$ cat src/rtl/arc4_pkg.sv
// Shared ARC4 definitions for the init, ksa, prga stages and the arc4 top.
package arc4_pkg;

   // PRGA controller states, one per cycle of the per-byte schedule.
   typedef enum logic [3:0] {
      IDLE,
      LEN_A,
      LEN_W,
      I_A,
      J_A,
      WR_I,
      WR_J,
      PAD_A,
      PT_W
   } prga_state_t;

   // Length byte lives at address 0 of both ct and pt messages.
   localparam logic [7:0] LEN_ADDR     = 8'd0;
   localparam int         S_SIZE       = 256;
   localparam int         CYC_PER_BYTE = 6;
   localparam int         HDR_CYC      = 2;

endpackage : arc4_pkg

$ cat src/rtl/prga.sv
// ARC4 pseudo-random generation stage: decrypts a length-prefixed ciphertext
// using the key-scheduled S array, permuting S in place as it goes.
module prga
   import arc4_pkg::*;
(
   input  logic       clk,
   input  logic       rst,
   input  logic       en,
   output logic       rdy,
   output logic [7:0] s_addr,
   input  logic [7:0] s_rddata,
   output logic [7:0] s_wrdata,
   output logic       s_wren,
   output logic [7:0] ct_addr,
   input  logic [7:0] ct_rddata,
   output logic [7:0] pt_addr,
   output logic [7:0] pt_wrdata,
   output logic       pt_wren
);

   prga_state_t state, state_nx;

   logic [7:0] i, j, k, si, sj, len;

   // State register; rst wins over everything, including en.
   always_ff @(posedge clk) begin
      // NOTE: sequential state uses non-blocking assignments so every register
      // samples the pre-edge values regardless of statement order.
      if (rst) state <= IDLE;
      else     state <= state_nx;
   end

   // Datapath registers: indices, swap operands and message length.
   always_ff @(posedge clk) begin
      if (rst) begin
         i   <= '0;
         j   <= '0;
         k   <= '0;
         si  <= '0;
         sj  <= '0;
         len <= '0;
      end else begin
         case (state)
            LEN_W: begin
               len <= ct_rddata;
               if (ct_rddata != 8'd0) begin
                  k <= 8'd1;
                  i <= 8'd1;
                  j <= 8'd0;
               end
            end
            J_A: begin
               si <= s_rddata;
               j  <= j + s_rddata;       // wraps modulo 256
            end
            WR_I: sj <= s_rddata;
            PT_W: begin
               if (k != len) begin
                  k <= k + 8'd1;
                  i <= i + 8'd1;
               end
            end
            default: ;
         endcase
      end
   end

   // Next-state and memory-port decode; every output is idle-low by default.
   always_comb begin
      // NOTE: every signal gets a default before the case so no path leaves
      // one unassigned, which would otherwise infer a latch.
      state_nx  = state;
      rdy       = 1'b0;
      s_addr    = '0;
      s_wrdata  = '0;
      s_wren    = 1'b0;
      ct_addr   = '0;
      pt_addr   = '0;
      pt_wrdata = '0;
      pt_wren   = 1'b0;
      case (state)
         IDLE: begin
            rdy = 1'b1;
            if (en) state_nx = LEN_A;
         end
         LEN_A: begin
            ct_addr  = LEN_ADDR;
            state_nx = LEN_W;
         end
         LEN_W: begin
            // Echo the length into pt[0]; an empty message finishes here.
            pt_addr   = LEN_ADDR;
            pt_wrdata = ct_rddata;
            pt_wren   = 1'b1;
            state_nx  = (ct_rddata == 8'd0) ? IDLE : I_A;
         end
         I_A: begin
            s_addr   = i;
            state_nx = J_A;
         end
         J_A: begin
            // New j is needed as an address this cycle, before it is registered.
            s_addr   = j + s_rddata;
            state_nx = WR_I;
         end
         WR_I: begin
            // S[j] arrives now and goes straight into S[i]; i==j is harmless.
            s_addr   = i;
            s_wrdata = s_rddata;
            s_wren   = 1'b1;
            state_nx = WR_J;
         end
         WR_J: begin
            s_addr   = j;
            s_wrdata = si;
            s_wren   = 1'b1;
            state_nx = PAD_A;
         end
         PAD_A: begin
            s_addr   = si + sj;           // wraps modulo 256
            ct_addr  = k;
            state_nx = PT_W;
         end
         PT_W: begin
            pt_addr   = k;
            pt_wrdata = s_rddata ^ ct_rddata;
            pt_wren   = 1'b1;
            state_nx  = (k == len) ? IDLE : I_A;
         end
         default: state_nx = IDLE;
      endcase
   end

endmodule : prga
$ cat config.mk
export PLATFORM = sky130hd
export DESIGN_NAME = prga
export DESIGN_NICKNAME = d
export VERILOG_FILES = /design/src/rtl/arc4_pkg.sv /design/src/rtl/prga.sv
export SDC_FILE = /design/constraint.sdc
export NUM_CORES = 1
export LEC_CHECK = 0
export ABC_AREA = 0
export CELL_PAD_IN_SITES_DETAIL_PLACEMENT = 0
export CELL_PAD_IN_SITES_GLOBAL_PLACEMENT = 1
export CORE_ASPECT_RATIO = 0.75
export CORE_UTILIZATION = 38
export CTS_CLUSTER_SIZE = 8
export DETAILED_ROUTE_END_ITERATION = 8
export PLACE_DENSITY = 0.85
export SKIP_CTS_REPAIR_TIMING = 1
export SYNTH_ARGS = -nofsm -noshare
export SYNTH_HDL_FRONTEND = slang
export SYNTH_SLANG_ARGS = --single-unit
$ cat constraint.sdc
create_clock -name clk -period 3.8 [get_ports clk]
set_input_delay 0.95 -clock clk [delete_from_list [all_inputs] [get_ports clk]]
set_output_delay 0.95 -clock clk [all_outputs]
set_load 0.01 [all_outputs]
==> metrics <==
top routing layer used met4; Max Clock Skew 0.00508 ns; Worst setup EP type primary output; clock sinks 52; internal power 922 µW; cell with the most instances after synthesis nand2_1; number of synthesized flops with an enable pin 0; first-pass GRT wire length 16,200 µm; PwrDens 296 mW/mm²; DR WL met3 534 µm; maximum vdd ir drop 214 µV; Max Freq 273 MHz; largest buffer count on any clock path 2; placer congestion estimate 0.811; NumNets Final 565; max-cap violations 0; register area 0.00104 mm²; Flop pwr share 45.0%; flop2flop setup slack 1.40 ns; required time worst endpoint 2.85 ns; vias per std cell 5.43; Clock Tree Root clkbuf_16; warnings from Yosys 0; multi-input logic area 0.00228 mm²; clock network fraction of total power 34.8%; initial antenna violation count 0; die extent in x 112 µm; Leakage 1.76 nW; Worst Tran Pin Value 0.633 ns; antenna fix cells 0; Yosys reg bits 52; worst reg2reg path depth 7; Syn Inst Count 458; Core ar. 0.00860 mm²; ANT nets after route 0; most area-hungry cell type in the Yosys netlist dfxtp_1; Rel. slew slack 57.7%; final hold vios 0; combinational fraction of design power 20.2%; fill count 840; die area 0.00939 mm²; commonest register cell after synthesis dfxtp_1; H-tree Lvls 2; # rows 29; # setup viols final 0; Met1 Wirelength 4960 µm; Max Slew Vio Count 0; CTS Buf Count 5; NetSw 393 µW; Worst-path clk slew 0.07 ns; Die Y 84.2 µm; TritonCTS clock tree yes; met2 WL 4580 µm; ys async rst share 0%; commonest cells in the synthesized netlist nand2_1, dfxtp_1, a21oi_1; pin count of the biggest net entering global routing 39; via count of the first global-routing pass 3,236; Total GRT Usage 21.7%; worst-skew pair later-pin latency 0.30 ns; RSZ-0062 raised after global routing false; post-synth design cell area 0.00342 mm²; Synth Area per Inst 7.47 µm²; ranking of synthesized cells by area dfxtp_1, nand2_1, xnor2_1; Post-Route WL 10,200 µm; top cell type's share of synthesized area 30.4%; status finished clean; CP Max Fanout 2; post-synth cell types 45; crit start category input pin; final core occ 51.7%; Min-Delay Path Class reg -> reg; dpl hpwl 7580 µm; DRT Pass-1 Iters 5; final period utilization 96.2%; arrival time of the worst setup path 2.71 ns; register area share after synthesis 30.4%; Routed WL per cell 16.0 µm; detailed router's first-iteration violation count 147; port bufs 61; area growth from synthesis to layout 29.9%; Initial Util 39.8%; io pins 62; Hold Slack 0.464 ns; min Tclk post-route 3.66 ns; WHS Path Cells 2; Crit Path Category in -> out; Tot Pwr 1.31 mW; # DRC 0; syn nets 495; global route overflow 0; DR vias 3,462; Switching Fraction 29.9%; layout cells sized above 1 11.7%
[worst max-delay path: stages]
cell and delay, ns:
clkdlybuf4s50_1 0.48, ha_1 0.35, o21ai_2 0.08, o21bai_1 0.18
a21oi_1 0.11, xnor2_1 0.18, nand2_1 0.11, nand3_1 0.11
dlymetal6s2s_1 0.16
[metrics by stage]
step	cell area [µm²]	setup WS [ns]	TNS (ns)	std cells
6_report	4450	0.143	0	637
5_1_grt	4450	0.0128	0	637
4_1_cts	4380	-0.664	-2.86	636
3_5_place_dp	4230	-0.629	-2.77	628
3_3_place_gp	4230	-0.595	-2.60	628
2_1_floorplan	3420	0.510	0	458
[kinds of logic after synthesis]
| family | Yosys count | share of synthesized area [%] |
|---|---|---|
| XOR/XNOR | 34 | 8.70 |
| flip-flops | 52 | 30.4 |
| adder cells (fa/ha/maj) | 18 | 7.02 |
| buffers and inverters | 29 | 4.35 |
| multiplexers | 2 | 0.622 |
| AND/OR/NAND/NOR | 215 | 29.1 |
| AO/OA/AOI/OAI | 108 | 19.7 |
[flip-flops by register name, summed over array words and instances (netlist names)]
register and flops:
si 8, state 4, j 8, len 8
sj 8, i 8, k 8
[power by group through the flow]
stage | combinational (mW) | clock [mW] | sequential, mW
final | 0.266 | 0.457 | 0.592
after CTS | 0.259 | 0.461 | 0.591
after detailed placement | 0.258 | 0 | 0.603
after global placement | 0.254 | 0 | 0.603
after global routing | 0.291 | 0.486 | 0.594
after floorplan | 0.168 | 0 | 0.587
[path summary, 6_finish.rpt]
kind,startpoint,end
max reg2reg,state[3]$_SDFFE_PP0P_,j[5]$_SDFFE_PP0P_
min,sj[2]$_SDFFE_PP0N_,sj[2]$_SDFFE_PP0N_
max,s_rddata[3],s_addr[5]
min reg2reg,sj[2]$_SDFFE_PP0N_,sj[2]$_SDFFE_PP0N_
[metal layers]
layer	vias to the layer above	GRT usage (%)
li1	1709	-
met1	1645	30.3
met2	101	34.9
met3	7	3.90
met4	0	4.91
met5	-	0
[final cells by class]
class | instances | share of cell area, %
multi-input cells | 377 | 51.3
flip-flops and latches | 52 | 23.4
repair buffers | 89 | 18.7
well taps | 108 | 3.04
clock buffers | 5 | 2.81
clock inverters | 3 | 0.422
inverters | 3 | 0.253
[layout by cell type, fill, tap and decap left out, types with 2 or more instances in the layout]
cell type        instances
clkbuf_16                5
o21ai_2                  3
dfxtp_1                 52
inv_1                    3
nand2_1                110
or3_1                    2
nor2b_1                  5
a21o_1                   5
and2_1                  11
o21ai_0                 23
and3_1                  11
clkinv_2                 2
nand4_1                  4
a31oi_1                  3
a211oi_2                 4
nor4_1                   3
nand2b_1                 8
nor3_1                   8
o211ai_1                 2
xor2_1                   6
a21oi_2                  8
xnor2_1                 28
a21boi_0                 2
a22oi_1                 10
nor2_2                   2
nand3_1                 17
nand3b_1                 2
nor2_1                  28
buf_4                   28
dlymetal6s2s_1           7
clkdlybuf4s50_1         53
a21oi_1                 40
ha_1                    14
(Power assumes the default switching activity.)
